[config.mk]
export PLATFORM = sky130hd
export DESIGN_NAME = gate74_shift_reg
export DESIGN_NICKNAME = d
export VERILOG_FILES = /design/src/rtl/gate74_pkg.sv /design/src/rtl/gate74_bit_counter.sv /design/src/rtl/gate74_shift_reg.sv
export SDC_FILE = /design/constraint.sdc
export NUM_CORES = 1
export LEC_CHECK = 0
export ABC_CLOCK_PERIOD_IN_PS = 1500
export CORE_UTILIZATION = 37
export CTS_CLUSTER_SIZE = 30
export DETAILED_ROUTE_END_ITERATION = 8
export PLACE_DENSITY = 0.75
export SKIP_LAST_GASP = 1
export SYNTH_ARGS = -nofsm -noshare
export SYNTH_HDL_FRONTEND = slang
export SYNTH_HIERARCHICAL = 1
export SYNTH_SLANG_ARGS = --single-unit
[constraint.sdc]
create_clock -name CLK -period 1.5 [get_ports CLK]
set_input_delay 0.45 -clock CLK [delete_from_list [all_inputs] [get_ports CLK]]
set_output_delay 0.45 -clock CLK [all_outputs]
set_load 0.02 [all_outputs]
[src/rtl/gate74_pkg.sv]
// gate74_pkg: shared mode encoding and priority constant for the gate74 shift register family.
// Contents: gate74_mode_e (S encoding), GATE74_PRESET_WINS (PR beats SCLR when both are low).
package gate74_pkg;
  typedef enum logic [1:0] {
    MODE_HOLD = 2'b00,
    MODE_SHR  = 2'b01,
    MODE_SHL  = 2'b10,
    MODE_LOAD = 2'b11
  } gate74_mode_e;
  localparam bit GATE74_PRESET_WINS = 1'b1;
endpackage

[src/rtl/gate74_bit_counter.sv]
// gate74_bit_counter: saturating shifts-remaining down-counter with load, sync clear and async clear.
// Ports: CLK clock; CLR async active-low clear; sclr sync clear (active high); load sets CNT to WIDTH;
//        dec decrements unless already zero; CNT count; EMPTY high when CNT is zero.
module gate74_bit_counter #(
  parameter int WIDTH = 8,
  parameter int CNT_W = $clog2(WIDTH + 1)
) (
  input  logic             CLK,
  input  logic             CLR,
  input  logic             sclr,
  input  logic             load,
  input  logic             dec,
  output logic [CNT_W-1:0] CNT,
  output logic             EMPTY
);
  logic [CNT_W-1:0] cnt_nxt;
  always_comb begin
    cnt_nxt = sclr ? '0
            : load ? CNT_W'(WIDTH)
            : (dec && CNT != '0) ? CNT - CNT_W'(1)
            : CNT;
  end
  always_ff @(posedge CLK or negedge CLR) begin
    if (!CLR) CNT <= '0;
    else CNT <= cnt_nxt;
  end
  assign EMPTY = (CNT == '0);
endmodule

[src/rtl/gate74_shift_reg.sv]
// gate74_shift_reg: WIDTH-bit universal shift register with 74-series preset/clear priority and shift counter.
// Ports: CLK clock; CLR async active-low reset; PR sync preset (low); SCLR sync clear (low);
//        S mode (00 hold, 01 shift right, 10 shift left, 11 load); DSR/DSL serial inputs; D load data;
//        ROT rotate select (only with GATE74_SHIFT_ROTATE_EN); Q/Qn register and complement;
//        SOR = Q[WIDTH-1]; SOL = Q[0]; CNT shifts remaining since last load; EMPTY when CNT is zero.
// Build option: GATE74_SHIFT_ROTATE_EN adds the ROT port and rotate behaviour.
module gate74_shift_reg
  import gate74_pkg::*;
#(
  parameter int WIDTH = 8,
  localparam int CNT_W = $clog2(WIDTH + 1)
) (
  input  logic             CLK,
  input  logic             CLR,
  input  logic             PR,
  input  logic             SCLR,
  input  logic [1:0]       S,
  input  logic             DSR,
  input  logic             DSL,
  input  logic [WIDTH-1:0] D,
`ifdef GATE74_SHIFT_ROTATE_EN
  input  logic             ROT,
`endif
  output logic [WIDTH-1:0] Q,
  output logic [WIDTH-1:0] Qn,
  output logic             SOR,
  output logic             SOL,
  output logic [CNT_W-1:0] CNT,
  output logic             EMPTY
);
  gate74_mode_e     mode;
  logic             shr_in;
  logic             shl_in;
  logic             sync_clr;
  logic [WIDTH-1:0] q_nxt;
  assign mode = gate74_mode_e'(S);
`ifdef GATE74_SHIFT_ROTATE_EN
  // Rotation feeds the bit falling off the far end back in place of the serial input.
  assign shr_in = ROT ? Q[WIDTH-1] : DSR;
  assign shl_in = ROT ? Q[0] : DSL;
`else
  assign shr_in = DSR;
  assign shl_in = DSL;
`endif
  assign sync_clr = !PR || !SCLR;
  always_comb begin
    q_nxt = (!PR && GATE74_PRESET_WINS) ? '1
          : !SCLR ? '0
          : mode == MODE_SHR ? {Q[WIDTH-2:0], shr_in}
          : mode == MODE_SHL ? {shl_in, Q[WIDTH-1:1]}
          : mode == MODE_LOAD ? D
          : Q;
  end
  always_ff @(posedge CLK or negedge CLR) begin
    if (!CLR) Q <= '0;
    else Q <= q_nxt;
  end
  gate74_bit_counter #(.WIDTH(WIDTH), .CNT_W(CNT_W)) u_cnt (
    .CLK   (CLK),
    .CLR   (CLR),
    .sclr  (sync_clr),
    .load  (mode == MODE_LOAD),
    .dec   (mode == MODE_SHR || mode == MODE_SHL),
    .CNT   (CNT),
    .EMPTY (EMPTY)
  );
  assign Qn  = ~Q;
  assign SOR = Q[WIDTH-1];
  assign SOL = Q[0];
endmodule
==> reports/results.ini, run 1 <==
[clock_network]
clock_path_buffers = 2
worst_skew_pair.late_latency_ps = 270
cts_buffers = 3
cts_tree = yes
clock-sinks = 12
cts_max_level = 1
clk_pin_slew_worst_paths_ps = 90
holdBufCountCts = 0
cts_root_buf = clkbuf_4

[worst_setup_path]
worstSetupStartpointType = flop
cp.depth = 5
crit_fanout = 2
r2r_cells = 7
crit_slowest_cell = dfrtp_2
r2r_end = u_cnt/CNT[2]
cp.required_ps = 1050
cp_data_arrival_time_ps = 1460
reg2reg_slack_ps = 10
worst-path-buf-inv = 3
path_class = reg -> out
path_delay_family = flip-flops
worstSetupEndpoint = EMPTY
endpoint_kind = output port
r2r-start = u_cnt/CNT[0]
crit_chain = inv_2 > ha_4 > or3b_4 > inv_4 > buf_6
cpPeakStageDelay_ps = 420
startpoint = u_cnt/CNT[1]

[power]
p_clk_share_pct = 20.7
internal_power_uw = 687.0
ir_worst_vdd_mv = 0.6354
power_uw = 1037
p_comb_share_pct = 43.8
power_density_mw_per_mm2 = 695.8
leakagePower_uw = 0.0007272
seqPwrFrac_pct = 35.5
p_switching_uw = 349.8
sw_frac_of_total_pct = 33.74

[synth]
ys_ff_latch = 12
synth_warnings = 6
synthTopCellsByArea = dfrtp_1 34%, mux2_4 14%, mux2i_1 9.1%
syn_inst = 91
syn_nets = 112
synth_seq_area_share_pct = 34.14
synth_area_um2 = 879.6
avgSynthCellArea_um2 = 9.666
synth_top_area_share_pct = 34.14
yosysTopAreaCell = dfrtp_1
ys_types = 26

[routing]
first_pass_iters = 4
drtIter0Drc = 8
routedWlPerCell_um = 12.99
drc = 0
routed_wl_um = 2351
vias_per_cell = 4.873
vias = 882
ant_nets = 0

[die]
rows = 17
io_pins = 39
die_y_um = 50.76
core-area_mm2 = 0.002233
start_util_pct = 39.38
die_x_um = 50.76
dieArea_mm2 = 0.002576

[sta]
setup_viol = 1
finalHoldViolCount = 0
skew_ps = 9.292
min_period_ps = 1908
rsz0062_at_grt = true
relSlewSlack_pct = 85.19
finalSetupTns_ps = -407.8
max_freq_mhz = 524.2
drv_slew = 0
layout_setup_ws_ps = -407.8
worst_slew_pin_slew_ps = 220.8
fin_crit_sh_pct = 127.2

[outcome]
violations = negative setup slack
outcome = complete, but fails checks

[final_layout]
drive_above_1_share_pct = 41.83
syn2layout_area_growth_pct = 69.42
finalNetCount = 175
diodes = 0
final_common_cell = buf_4
final_cell_mix = 25 x buf_4, 13 x clkdlybuf4s50_1, 11 x nand2_1
final_area_mm2 = 0.001490
utilization_pct = 66.72

[global_routing]
grt_pass1_wl_um = 3829
antenna_found_initial = 0
grt_overflow = 0
grt_pass1_vias = 895
grtUsageTotal_pct = 19.68
grt_max_degree = 13

[placed_design]
placed_cell_area_mm2 = 0.001440
dp_slack_ps = -663.0
dp_hpwl_um = 1721
gp_routability_congestion = 0.7655
io_buffers = 38

[hold_path]
hold_path_class = in -> async

[run]
max_cap_viol_count = 0

-- power by group through the flow --
| stage | clock network (µW) | registers [µW] | logic, µW |
|---|---|---|---|
| after floorplan | 0 | 411 | 192 |
| after detailed placement | 0 | 375 | 458 |
| after global placement | 0 | 373 | 452 |
| after global routing | 234 | 373 | 485 |
| final | 215 | 368 | 454 |
| after CTS | 212 | 368 | 453 |
-- kinds of logic (layout without fill, tap and decap cells) --
group	Yosys count	after routing	synth area share [%]
AO/OA/AOI/OAI	14	14	11.81
flip-flops	12	12	34.14
multiplexers	16	16	22.76
AND/OR/NAND/NOR	23	23	12.94
adder cells (fa/ha/maj)	5	5	7.112
buffers and inverters	21	83	11.24
-- synth_stat cells, drive strengths merged --
| master | number |
|---|---|
| a211oi | 1 |
| a21boi | 2 |
| a21oi | 1 |
| and3b | 1 |
| buf | 6 |
| dfrtp | 12 |
| ha | 5 |
| inv | 15 |
| mux2 | 8 |
| mux2i | 8 |
| nand2 | 12 |
| nand3 | 1 |
| nand3b | 1 |
| nor2 | 3 |
| nor3 | 2 |
| nor4b | 1 |
| o211ai | 8 |
| o21a | 1 |
| o21ai | 1 |
| or3 | 1 |
| or3b | 1 |
-- layout make-up --
cell class	count	area, µm²
Tap cell	28	35.03
Inverter	15	58.81
Clock buffer	4	26.28
Fill cell	182	743.2
Multi-Input combinational cell	58	540.5
Sequential cell	12	302.8
Timing Repair Buffer	64	526.8
-- how the worst min path moves through the flow --
stage          startpoint    to  slack, ps  cells after the start
3_5_place_dp         Q[7]  Q[7]        590                      2
6_report              CLR  Q[2]        490                      2
4_1_cts               CLR  Q[1]        500                      2
2_1_floorplan         CLR  Q[0]        150                      0
5_1_grt               CLR  Q[0]        500                      2
3_3_place_gp         Q[7]  Q[7]        570                      2
-- metrics by stage --
step | hold slack, ps | cells
2_1_floorplan | 154.4 | 91
3_3_place_gp | 570.1 | 172
3_5_place_dp | 585.8 | 172
4_1_cts | 501.0 | 180
5_1_grt | 497.8 | 181
6_report | 492.4 | 181
-- metal layers --
layer	part of all wire [%]	wire length [µm]	global-route usage (%)	vias to the layer above
met4	0.60	14	4.167	0
met2	51	1188	37.33	34
met1	43	1003	22.53	417
li1	-	-	-	429
met3	6.2	145	3.636	2
met5	0	0	0	-
-- state kept, by name (all words and copies together) (netlist names) --
name,count
Q,8
u_cnt/CNT,4
-- worst register-to-register path, delay by kind of cell (launching register included) --
kind	cells	cell delay, ps
buffers and inverters	3	220
DFF	1	380
adders and majority gates	1	150
AOI/OAI and AO/OA	1	120
and+or+nand+nor	2	560
-- repair_timing --
| action | in CTS | in global routing |
|---|---|---|
| resized for setup | 54 | 15 |
| setup endpoints to repair | 35 | 22 |
| gates cloned | 0 | 0 |
| buffers inserted | 4 | 1 |
| pin swaps | 3 | 1 |
Note: power is estimated with default switching activity, not from simulation.
==> inputs of run 2 (changes only) <==
ABC_AREA = 1   (was unset)
ABC_CLOCK_PERIOD_IN_PS = 2000   (was 1500)
CORE_UTILIZATION = 43   (was 37)
CTS_BUF_LIST = sky130_fd_sc_hd__clkbuf_8   (was unset)
PLACE_DENSITY = 0.81   (was 0.75)
clock period = 2 ns   (was 1.5 ns; I/O delays follow)
==> reports/results.ini, run 2 <==
[synth]
ys_types = 20
avgSynthCellArea_um2 = 6.974
syn_nets = 150
ys_ff_latch = 12
async_flop_share_pct = 100.0
yosysTopAreaCell = dfrtp_1
synth_seq_area_share_pct = 33.38
synthTopCellsByArea = dfrtp_1 33%, nand2_1 13%, a21oi_1 8.3%
ys.flop_type = dfrtp_1
synth_edf_count = 0
synth.most_common_cell = nand2_1
synth_area_um2 = 899.6
synth_warnings = 6
ys_top_cells_by_count = 30 x nand2_1, 20 x inv_1, 15 x a21oi_1
synth_top_area_share_pct = 33.38
syn_inst = 129

[global_routing]
grtUsageTotal_pct = 21.65
antenna_found_initial = 0
grt_pass1_wl_um = 3519
grt_pass1_vias = 870
grt_overflow = 0
grt_max_degree = 13

[clock_network]
worst_skew_pair.late_latency_ps = 240
cts_max_level = 1
cts_buffers = 3
cts_root_buf = clkbuf_8
holdBufCountCts = 0
clock_path_buffers = 2
cts.repair_timing.setup_buffer_count = 0
clk_pin_slew_worst_paths_ps = 60
clock-sinks = 12
cts_tree = yes

[final_layout]
final_common_cell = clkdlybuf4s50_1
multiInputGateArea_um2 = 457.9
final_cell_mix = 37 x clkdlybuf4s50_1, 30 x nand2_1, 20 x inv_1
reg.largest.list = Q x8, u_cnt/CNT x4
diodes = 0
finalNetCount = 198
utilization_pct = 72.58
syn2layout_area_growth_pct = 58.28
largest_reg_flops = 8
fill_cells = 164
drive_above_1_share_pct = 14.77
seq_area_um2 = 300.3
final_area_mm2 = 0.001424
max_flop_register = Q

[sta]
finalSetupTns_ps = 0
drv_slew = 0
min_period_ps = 1949
layout_setup_ws_ps = 51.25
worst_slew_pin_slew_ps = 551.2
max_freq_mhz = 513.1
skew_ps = 2.580
relSlewSlack_pct = 63.14
setup_viol = 0
rsz0062_at_grt = false
finalHoldViolCount = 0
fin_crit_sh_pct = 97.44

[routing]
routed_wl_um = 2295
routedWlPerCell_um = 11.31
first_pass_iters = 4
drc = 0
vias = 969
vias_per_cell = 4.773
ant_nets = 0
drtIter0Drc = 13

[placed_design]
dp_hpwl_um = 1908
dp_slack_ps = -110.2
placed_cell_area_mm2 = 0.001369
io_buffers = 38
gp_routability_congestion = 0.8140

[worst_setup_path]
crit_fanout = 4
path_class = reg -> out
cp_data_arrival_time_ps = 1350
worstSetupStartpointType = flop
endpoint_kind = output port
cp.required_ps = 1400

[hold_path]
hold_path_class = reg -> reg

[die]
core-area_mm2 = 0.001962
io_pins = 39
die_y_um = 47.74
die_x_um = 47.74
rows = 16
start_util_pct = 45.85
dieArea_mm2 = 0.002279

[power]
ir_worst_vdd_mv = 0.5173
leakagePower_uw = 0.0007093
power_density_mw_per_mm2 = 639.4

[run]
max_cap_viol_count = 0

[outcome]
outcome = completed

## run 2: cell types whose count changed after synthesis, sizes merged, moves of 2 or more
| cell | before | now |
|---|---|---|
| inv | 15 | 25 |
| nand2 | 12 | 33 |
| nand3 | 1 | 13 |
| mux2 | 8 | 0 |
| a21oi | 1 | 15 |
| o211ai | 8 | 0 |
| nor2 | 3 | 17 |
| buf | 6 | 4 |
| a21boi | 2 | 0 |
| mux2i | 8 | 0 |
## run 2: cell families (layout without fill, tap and decap cells)
logic type,count (synthesis),count (layout),share of synthesized area [%]
fa+ha+maj,5,5,6.954
buf+inv,29,76,15.72
compound gates,18,18,10.15
flops,12,12,33.38
simple gates,65,65,33.80
## run 2: cell type report
type	count	area share, %
Clock buffer	4	3.866
Inverter	25	7.294
Multi-Input combinational cell	88	32.16
Sequential cell	12	21.09
Tap cell	27	2.373
Timing Repair Buffer	47	33.22
## run 2: path summary, 6_finish.rpt
check	startpoint	to	slack [ps]	depth (start not counted)
min in group asynchronous	CLR	Q[0]	720	1
max in group asynchronous	CLR	u_cnt/CNT[2]	910	1
max reg2reg	u_cnt/CNT[1]	u_cnt/CNT[3]	700	8
min	Q[6]	Q[6]	590	2
max	Q[1]	Qn[1]	50	2
min reg2reg	Q[6]	Q[6]	590	2
## run 2: where the power goes
part / switching [µW] / internal, µW
registers: 24.1 / 265
logic: 184 / 173
clock network: 89.9 / 174
total: 298 / 612
## run 2: timing repair
action,4_1_cts,5_1_grt
resized for setup,1,1
cloned,0,0
endpoints found under the setup margin,1,1
hold endpoints to repair,0,0
pin swaps,0,0
## run 2: per-layer routing
metal  global-route usage, %  vias up  share of wire, %
li1                        -      493                 -
met1                   24.71      433                40
met2                   42.43       39                51
met3                   1.509        4               7.9
met4                   6.111        0              0.70
met5                       0        -                 0
## run 2: critical path: stages, from the launching register on
cell	delay [ps]
dfrtp_1	400
inv_1	90
clkdlybuf4s50_1	620
## run 2: stage by stage
stage	hold WS, ps	cells	total power, µW
final	593.5	203	910.4
after floorplan	304.4	129	479.3
after detailed placement	585.0	199	654.2
after CTS	597.3	203	915.7
after global routing	620.6	203	957.2
after global placement	565.7	199	644.3
